### src/rtl/sobel_output_aligner.sv
// Aligns Sobel results to their centre-pixel coordinates, drops the pipeline warm-up,
// forces border pixels to a constant and buffers tagged results in a small output FIFO.
//
// state  | meaning
// IDLE   | waiting for the first sample after reset/clear
// WARMUP | discarding the first LATENCY samples
// STREAM | every sample is a result for the current (x,y)
module sobel_output_aligner #(
    parameter int          WIDTH        = 512,
    parameter int          HEIGHT       = 512,
    parameter int          LATENCY      = WIDTH + 7,
    parameter int          X_W          = 10,
    parameter int          Y_W          = 10,
    parameter logic [7:0]  BORDER_VALUE = 8'hFF,
    parameter int          FIFO_DEPTH   = 4
) (
    input  logic           clk,
    input  logic           reset,
    input  logic [7:0]     sobel_data,
    input  logic           data_en,
    input  logic           clear,
    output logic [7:0]     out_data,
    output logic [X_W-1:0] out_x,
    output logic [Y_W-1:0] out_y,
    output logic           out_sof,
    output logic           out_eol,
    output logic           out_eof,
    output logic           out_valid,
    input  logic           out_ready,
    output logic           overflow
);

    localparam int AW  = (FIFO_DEPTH > 1) ? $clog2(FIFO_DEPTH) : 1;
    localparam int CW  = AW + 1;
    localparam int WCW = $clog2(LATENCY + 1);
    localparam int EW  = 8 + X_W + Y_W + 3;

    typedef enum logic [1:0] {IDLE, WARMUP, STREAM} state_t;

    state_t         state, state_nxt;
    logic [WCW-1:0] warm_cnt, warm_nxt;
    logic           en_d;
    logic           sample;
    logic           push_req;

    logic [X_W-1:0] x;
    logic [Y_W-1:0] y;
    logic           at_xmax, at_ymax, border;
    logic [EW-1:0]  entry;

    logic [EW-1:0]  mem [FIFO_DEPTH];
    logic [AW-1:0]  wr_ptr, rd_ptr;
    logic [CW-1:0]  count;
    logic           full, pop, push_ok, drop;

    // sobel_data is valid the cycle after data_en, so en_d marks a sample
    always_ff @(posedge clk or posedge reset) begin
        if (reset)      en_d <= 1'b0;
        else if (clear) en_d <= 1'b0;
        else            en_d <= data_en;
    end

    assign sample = en_d & ~clear;

    always_comb begin
        state_nxt = state;
        warm_nxt  = warm_cnt;
        push_req  = 1'b0;
        case (state)
            IDLE: begin
                if (sample) begin
                    warm_nxt  = WCW'(1);
                    state_nxt = (LATENCY == 1) ? STREAM : WARMUP;
                end
            end
            WARMUP: begin
                if (sample) begin
                    if (warm_cnt == WCW'(LATENCY - 1)) state_nxt = STREAM;
                    else                               warm_nxt  = warm_cnt + WCW'(1);
                end
            end
            STREAM:  push_req = sample;
            default: state_nxt = IDLE;
        endcase
    end

    always_ff @(posedge clk or posedge reset) begin
        if (reset) begin
            state    <= IDLE;
            warm_cnt <= '0;
        end else if (clear) begin
            state    <= IDLE;
            warm_cnt <= '0;
        end else begin
            state    <= state_nxt;
            warm_cnt <= warm_nxt;
        end
    end

    assign at_xmax = (x == X_W'(WIDTH - 1));
    assign at_ymax = (y == Y_W'(HEIGHT - 1));
    assign border  = (x == '0) | at_xmax | (y == '0) | at_ymax;
    assign entry   = {border ? BORDER_VALUE : sobel_data, x, y,
                      (x == '0) & (y == '0), at_xmax, at_xmax & at_ymax};

    // coordinates advance on every stream sample, even a dropped one
    always_ff @(posedge clk or posedge reset) begin
        if (reset) begin
            x <= '0;
            y <= '0;
        end else if (clear) begin
            x <= '0;
            y <= '0;
        end else if (push_req) begin
            if (at_xmax) begin
                x <= '0;
                y <= at_ymax ? '0 : y + Y_W'(1);
            end else begin
                x <= x + X_W'(1);
            end
        end
    end

    assign out_valid = (count != '0);
    assign full      = (count == CW'(FIFO_DEPTH));
    assign pop       = out_valid & out_ready & ~clear;
    assign push_ok   = push_req & (~full | pop);
    assign drop      = push_req & full & ~pop;

    always_ff @(posedge clk) begin
        if (push_ok) mem[wr_ptr] <= entry;
    end

    always_ff @(posedge clk or posedge reset) begin
        if (reset) begin
            wr_ptr   <= '0;
            rd_ptr   <= '0;
            count    <= '0;
            overflow <= 1'b0;
        end else if (clear) begin
            wr_ptr   <= '0;
            rd_ptr   <= '0;
            count    <= '0;
            overflow <= 1'b0;
        end else begin
            if (push_ok) wr_ptr <= wr_ptr + AW'(1);
            if (pop)     rd_ptr <= rd_ptr + AW'(1);
            if (push_ok & ~pop)      count <= count + CW'(1);
            else if (pop & ~push_ok) count <= count - CW'(1);
            if (drop) overflow <= 1'b1;
        end
    end

    assign {out_data, out_x, out_y, out_sof, out_eol, out_eof} = out_valid ? mem[rd_ptr] : '0;

endmodule

### config.mk
export PLATFORM = sky130hd
export DESIGN_NAME = sobel_output_aligner
export DESIGN_NICKNAME = d
export VERILOG_FILES = /design/src/rtl/sobel_output_aligner.sv
export SDC_FILE = /design/constraint.sdc
export NUM_CORES = 1
export LEC_CHECK = 0
export CAP_MARGIN = 20
export CORE_MARGIN = 1
export CORE_UTILIZATION = 40
export DETAILED_ROUTE_END_ITERATION = 12
export GPL_TIMING_DRIVEN = 0
export PLACE_DENSITY = 0.65
export SYNTH_ARGS = -nofsm -noshare
export SYNTH_HDL_FRONTEND = slang
export SYNTH_SLANG_ARGS = --single-unit
### constraint.sdc
create_clock -name clk -period 2.8 [get_ports clk]
set_input_delay 0.42 -clock clk [delete_from_list [all_inputs] [get_ports clk]]
set_output_delay 0.42 -clock clk [all_outputs]
set_load 0.005 [all_outputs]
==> results of run 1 <==
-- flip-flops by register name, summed over array words and instances (netlist names) --
register,flops
wr_ptr,2
state,2
y,10
overflow,1
rd_ptr,2
mem,124
en_d,1
x,10
count,3
warm_cnt,10
-- worst max-delay path: cells and delay by family, from the launching register on --
family,cells,cell delay (ns)
mux,1,0.54
simple gates,1,0.18
buf+inv,2,0.65
flops,1,0.44
-- cell families (layout without fill, tap and decap cells) --
group                      Yosys count  after routing  share of synthesized area (%)
DFF                                165            165                           65.9
adders and majority gates           11             11                           2.01
and+or+nand+nor                    164            164                           13.5
buffers and inverters               45            125                           2.54
muxes                               34             34                           10.1
AOI/OAI and AO/OA                   44             44                           3.93
xor gates and xnor gates            16             16                           1.95
-- timing repair --
item | 4_1_cts | 5_1_grt
pin swaps | 0 | 2
endpoints found under the setup margin | 30 | 55
gates resized for setup | 11 | 4
setup buffers | 0 | 4
-- stage by stage --
step	std cells	total power, W	utilization, %	worst slack [ns]	area [um^2]
after global routing	784	0.00507	49.6	0.0133	8640
after floorplan	479	0.00272	-	0.376	7200
after CTS	782	0.00497	49.4	0.0189	8600
after detailed placement	752	0.00276	46.0	0.0840	8020
after global placement	748	0.00276	45.5	-0.611	7930
final	784	0.00491	49.6	0.160	8640
-- Yosys cell counts, types with 2 or more instances --
master / instances / area (um^2)
a2111oi_0: 2 / 17.5
a21o_1: 2 / 15.0
a21oi_1: 15 / 75.1
a31oi_1: 5 / 31.3
and2_1: 35 / 219
buf_2: 3 / 15.0
clkbuf_1: 18 / 67.6
clkbuf_2: 2 / 10.0
dfrtp_1: 41 / 1030
edfxtp_1: 124 / 3720
ha_1: 10 / 125
inv_1: 20 / 75.1
mux2i_1: 2 / 20.0
mux4_2: 31 / 698
nand2_1: 16 / 60.1
nand2b_1: 4 / 25.0
nand3_1: 17 / 85.1
nand3b_1: 3 / 22.5
nand4_1: 8 / 50.1
nand4b_1: 4 / 35.0
nor2_1: 23 / 86.3
nor2b_1: 2 / 12.5
nor3_1: 15 / 75.1
nor4_1: 9 / 56.3
o2111ai_1: 2 / 17.5
o21ai_0: 6 / 30.0
o31a_1: 2 / 17.5
o31ai_1: 3 / 22.5
or2_2: 8 / 50.1
or3_1: 5 / 31.3
or4_1: 4 / 30.0
xnor2_1: 10 / 87.6
xor2_1: 6 / 52.6
-- worst paths after layout --
kind | cells after the start | slack [ns] | startpoint | endpoint
setup / recovery | 4 | 0.16 | rd_ptr[0] | out_y[2]
hold / removal | 2 | 0.51 | reset | warm_cnt[0]
setup reg to reg | 6 | 0.18 | y[0] | mem[1][24]
hold reg to reg | 2 | 0.51 | overflow | overflow
max in group asynchronous | 2 | 1.66 | reset | rd_ptr[0]
min in group clk | 2 | 0.51 | overflow | overflow
-- area by class of cell --
class                           count  area (um^2)
Fill cell                        1458         8780
Buffer                             21          118
Clock buffer                       17          425
Clock inverter                     15          145
Sequential cell                   165         4750
Tap cell                          225          282
Timing Repair Buffer               52          558
Multi-Input combinational cell    269         2290
Inverter                           20         75.1
-- layout by cell type, fill, tap and decap left out, drive strengths merged, types with 16 or more instances in the layout --
| master | synthesis | final |
|---|---|---|
| edfxtp | 124 | 124 |
| clkdlybuf4s50 | 0 | 44 |
| dfrtp | 41 | 41 |
| and2 | 35 | 35 |
| clkbuf | 20 | 33 |
| mux4 | 31 | 31 |
| inv | 20 | 26 |
| nor2 | 23 | 23 |
| nand3 | 17 | 17 |
| nand2 | 16 | 16 |
-- layer usage --
layer | global-route usage (%) | routed length, um | vias up | share of wire (%)
li1 | - | - | 1965 | -
met1 | 20.4 | 5990 | 2158 | 43
met2 | 27.8 | 7030 | 106 | 51
met3 | 4.06 | 650 | 10 | 4.7
met4 | 5.37 | 149 | 0 | 1.1
met5 | 0 | 0 | - | 0
-- power by group through the flow --
stage	combinational, W	sequential [W]	clock (W)
finish	0.0000772	0.00263	0.00220
floorplan	0.0000444	0.00268	0
detailed placement	0.0000787	0.00268	0
global placement	0.0000752	0.00268	0
global route	0.0000872	0.00263	0.00235
CTS	0.0000791	0.00263	0.00226
==> results.sh, run 1 <==
export IMPL_status="complete, no violations"
export IMPL_sequentialPowerShare_pct=53.6
export IMPL_mean_instance_size_in_the_synthesized_netlist_um2=15.0
export IMPL_fin_worst_skew_ns=0.00967
export IMPL_netSwitchingFraction_pct=20.8
export IMPL_hold_viol=0
export IMPL_starting_utilization_of_the_core_area_pct=41.4
export IMPL_final_min_period_over_clock_period_pct=94.3
export IMPL_routed_via_count=4239
export IMPL_clock_insertion_delay_worst_skew_ns=0.42
export IMPL_fin_setup_tns_ns=0
export IMPL_post_route_hold_slack_ns=0.506
export IMPL_detail_route_wirelength_mm=13.8
export IMPL_timing_worst_setup_path_type="reg -> out"
export IMPL_drt_first_pass_iters=5
export IMPL_globalRouteTotalUtil_pct=16.4
export IMPL_cts_htree_levels=4
export IMPL_crit_path_start_kind="register"
export IMPL_wire_length_of_the_first_global_routing_pass_mm=22.4
export IMPL_comb_power_share_pct=1.6
export IMPL_synth_area_um2=7200
export IMPL_clockBufferDepth=2
export IMPL_clkSlewWorstSetupHoldPaths_ns=0.07
export IMPL_number_of_antenna_violations_at_the_first_check_in_global_routing=0
export IMPL_dp_hpwl_mm=9.19
export IMPL_portBuffers=44
export IMPL_cellPowerDensity_nw_per_um2=569
export IMPL_synthesis_yosys_warnings=0
export IMPL_worstSetupEndpointType="primary output"
export IMPL_area_growth_pct=20.0
export IMPL_clock_tree_root_cell="clkbuf_16"
export IMPL_total_leakage_power_nw=2.95
export IMPL_die_w_um=136
export IMPL_critical_path_max_stage_delay_ns=0.54
export IMPL_synth_main_ff_cell="edfxtp_1"
export IMPL_timing_critical_path_cells="buf_6, mux4_2, and2_1, clkdlybuf4s50_1"
export IMPL_synth_edf_count=124
export IMPL_die_area_um2=18500
export IMPL_cts_inserted_buffers=17
export IMPL_final_layout_size_suffix_gt1_share_pct=18.2
export IMPL_slew_viol_final=0
export IMPL_syn_instance_count=479
export IMPL_routedWlPerCell_um=17.6
export IMPL_boundaryPins=46
export IMPL_peak_clock_frequency_supported_by_timing_mhz=379
export IMPL_timing_max_cap_violations=0
export IMPL_setup_violations=0
export IMPL_slew_headroom_pct=24.5
export IMPL_ctsHoldBuffers=0
export IMPL_grt_overflow=0
export IMPL_gp_congestion=0.836
export IMPL_placementRows=48
export IMPL_first_global_vias=4331
export IMPL_ir_worst_vdd_mv=0.410
export IMPL_core_region_area_um2=17400
export IMPL_ys_types=55
export IMPL_setup_repair_after_global_routing_missed_its_margin="false"
export IMPL_tritoncts_clock_tree="yes"
export IMPL_clock_power_share_pct=44.8
export IMPL_slowest_stage="mux4_2"
export IMPL_route_antenna_remaining_nets=0
export IMPL_die_ht_um=136
export IMPL_synth_async_sr_flop_share_pct=24.8
export IMPL_final_min_clock_period_ns=2.64
export IMPL_holdCritPathClass="in -> async"
export IMPL_insertedDiodeCount=0
export IMPL_via_per_inst=5.41
export IMPL_synth_yosys_seq_area_share_pct=65.9
export IMPL_internal_power_w=0.00389
export IMPL_worst_pin_slew_ns=1.12
export IMPL_syn_nets=503
export IMPL_critical_path_required_ns=2.38
export IMPL_nNetsFinal=570
export IMPL_p_switching_w=0.00102
export IMPL_critical_path_peak_fanout=10
export IMPL_drt_iter0_drc=317
export IMPL_largest_net_degree_at_the_start_of_global_routing=42
export IMPL_detail_route_drc_violations=0
export IMPL_yosys_register_bits=165
export IMPL_critical_path_at_ns=2.22
export IMPL_cts_sinks=165
No activity file was read; power rests on OpenSTA's default activity.
==> inputs of run 2 (changes only) <==
Settings changed: CORE_UTILIZATION 40 to 45, PLACE_DENSITY 0.65 to 0.7.
==> results.sh, run 2 (synthesized netlist as in run 1, its figures left out) <==
export IMPL_routedWlPerCell_um=18.0
export IMPL_drt_iter0_drc=382
export IMPL_boundaryPins=46
export IMPL_finalCoreUtilization_pct=55.3
export IMPL_timing_worst_setup_path_type="reg -> out"
export IMPL_starting_utilization_of_the_core_area_pct=46.7
export IMPL_fin_setup_tns_ns=0
export IMPL_status="complete, no violations"
export IMPL_final_area_um2=8530
export IMPL_globalRouteMet1Util_pct=23.7
export IMPL_largest_net_degree_at_the_start_of_global_routing=42
export IMPL_ctsHoldBuffers=0
export IMPL_tritoncts_clock_tree="yes"
export IMPL_cts_inserted_buffers=17
export IMPL_grt_overflow=0
export IMPL_drt_first_pass_iters=5
export IMPL_grtUsageMet3_pct=3.28
export IMPL_worstSetupEndpointType="primary output"
export IMPL_regMostFlops="mem"
export IMPL_final_min_clock_period_ns=2.70
export IMPL_layout_cells_most_common_list="edfxtp_1 (124), clkdlybuf4s50_1 (44), dfrtp_1 (40)"
export IMPL_critical_path_required_ns=2.38
export IMPL_wire_length_of_the_first_global_routing_pass_mm=22.1
export IMPL_routed_via_count=4152
export IMPL_area_growth_pct=18.4
export IMPL_portBuffers=44
export IMPL_postCtsSetupRepairBufs=0
export IMPL_total_leakage_power_nw=2.91
export IMPL_clockBufferDepth=2
export IMPL_peak_clock_frequency_supported_by_timing_mhz=370
export IMPL_multiInputGateArea_um2=2290
export IMPL_crit_path_start_kind="register"
export IMPL_fin_worst_skew_ns=0.00681
export IMPL_detail_route_wirelength_mm=13.8
export IMPL_globalRouteTotalUtil_pct=18.0
export IMPL_final_min_period_over_clock_period_pct=96.6
export IMPL_die_ht_um=129
export IMPL_clkSlewWorstSetupHoldPaths_ns=0.06
export IMPL_nNetsFinal=565
export IMPL_timing_max_cap_violations=0
export IMPL_slew_viol_final=0
export IMPL_die_w_um=129
export IMPL_cellPowerDensity_nw_per_um2=580
export IMPL_gp_congestion=0.891
export IMPL_setup_violations=0
export IMPL_commonest_non_fill_non_tap_cell_in_the_layout="edfxtp_1"
export IMPL_global_route_usage_met2_pct=30.2
export IMPL_placementRows=45
export IMPL_clock_insertion_delay_worst_skew_ns=0.42
export IMPL_worst_pin_slew_ns=1.07
export IMPL_final_layout_size_suffix_gt1_share_pct=17.1
export IMPL_layer_carrying_the_most_global_route_usage="met2"
export IMPL_largest_register_ffs=124
export IMPL_ir_worst_vdd_mv=0.404
export IMPL_insertedDiodeCount=0
export IMPL_critical_path_peak_fanout=10
export IMPL_placement_cell_area_um2=7930
export IMPL_core_region_area_um2=15400
export IMPL_detail_route_drc_violations=0
export IMPL_via_per_inst=5.43
export IMPL_clock_tree_root_cell="clkbuf_16"
export IMPL_holdCritPathClass="in -> async"
export IMPL_slew_headroom_pct=28.1
export IMPL_critical_path_at_ns=2.28
export IMPL_hold_viol=0
export IMPL_dp_hpwl_mm=8.85
export IMPL_first_global_vias=4255
export IMPL_route_antenna_remaining_nets=0
export IMPL_cts_sinks=165
export IMPL_die_area_um2=16500
export IMPL_cts_htree_levels=4
export IMPL_area_sequential_um2=4750
export IMPL_number_of_antenna_violations_at_the_first_check_in_global_routing=0
export IMPL_fill_cells=1246
==> run 2: changes by cell type in the layout (fill, tap and decap cells not counted), sizes merged <==
cell,delta
inv,-3
clkbuf,+2
bufinv,+1
buf,-5
clkinv,+1
clkinvlp,-1
==> run 2: stage by stage <==
step / instances / hold slack, ns / worst slack (ns) / power, W
after floorplan: 479 / 0.475 / 0.376 / 0.00272
after global placement: 734 / 0.516 / -0.531 / 0.00276
after detailed placement: 735 / 0.493 / -0.110 / 0.00277
after CTS: 765 / 0.354 / 0.000780 / 0.00498
after global routing: 765 / 0.395 / -0.000479 / 0.00509
final: 765 / 0.343 / 0.0963 / 0.00495
==> run 2: worst max-delay path, stage by stage (launching register included) <==
cell	delay [ns]
dfrtp_1	0.36
clkbuf_1	0.19
or3_4	0.48
buf_2	0.20
and2_1	0.16
clkdlybuf4s50_1	0.46
==> run 2: repair_timing <==
action                                  4_1_cts  5_1_grt
gates cloned                                  0        0
pin swaps                                     0        2
resized for setup                            13        5
endpoints found under the setup margin       31       42
==> run 2: report_power, final <==
part | leakage, nW | total, W | internal (W) | switching [W]
sequential | 1.70 | 0.00263 | 0.00262 | 0.0000158
combinational | 0.924 | 0.0000833 | 0.0000332 | 0.0000501
clock | 0.283 | 0.00223 | 0.00131 | 0.000921
total | 2.91 | 0.00495 | 0.00396 | 0.000987
==> run 2: layer usage <==
| layer | vias up | wire (um) |
|---|---|---|
| li1 | 1950 | - |
| met1 | 2088 | 5990 |
| met3 | 14 | 608 |
| met5 | - | 0 |
| met2 | 100 | 7010 |
| met4 | 0 | 195 |
==> run 2: final cells by class <==
cell class / instances / share of cell area (%)
Clock buffer: 19 / 5.08
Buffer: 23 / 1.48
Tap cell: 211 / 3.10
Inverter: 20 / 0.881
Clock inverter: 13 / 1.51
Sequential cell: 165 / 55.7
Multi-Input combinational cell: 269 / 26.8
Timing Repair Buffer: 45 / 5.40
==> run 2: worst paths after layout <==
| path | startpoint | to | slack [ns] | cells past startpoint |
|---|---|---|---|---|
| max | count[1] | out_sof | 0.1 | 5 |
| min | reset | wr_ptr[0] | 0.34 | 3 |
| max reg2reg | y[0] | mem[2][29] | 0.22 | 6 |
| min reg2reg | overflow | overflow | 0.52 | 2 |
| max in group asynchronous | reset | rd_ptr[0] | 2.22 | 3 |
| min in group clk | overflow | overflow | 0.52 | 2 |
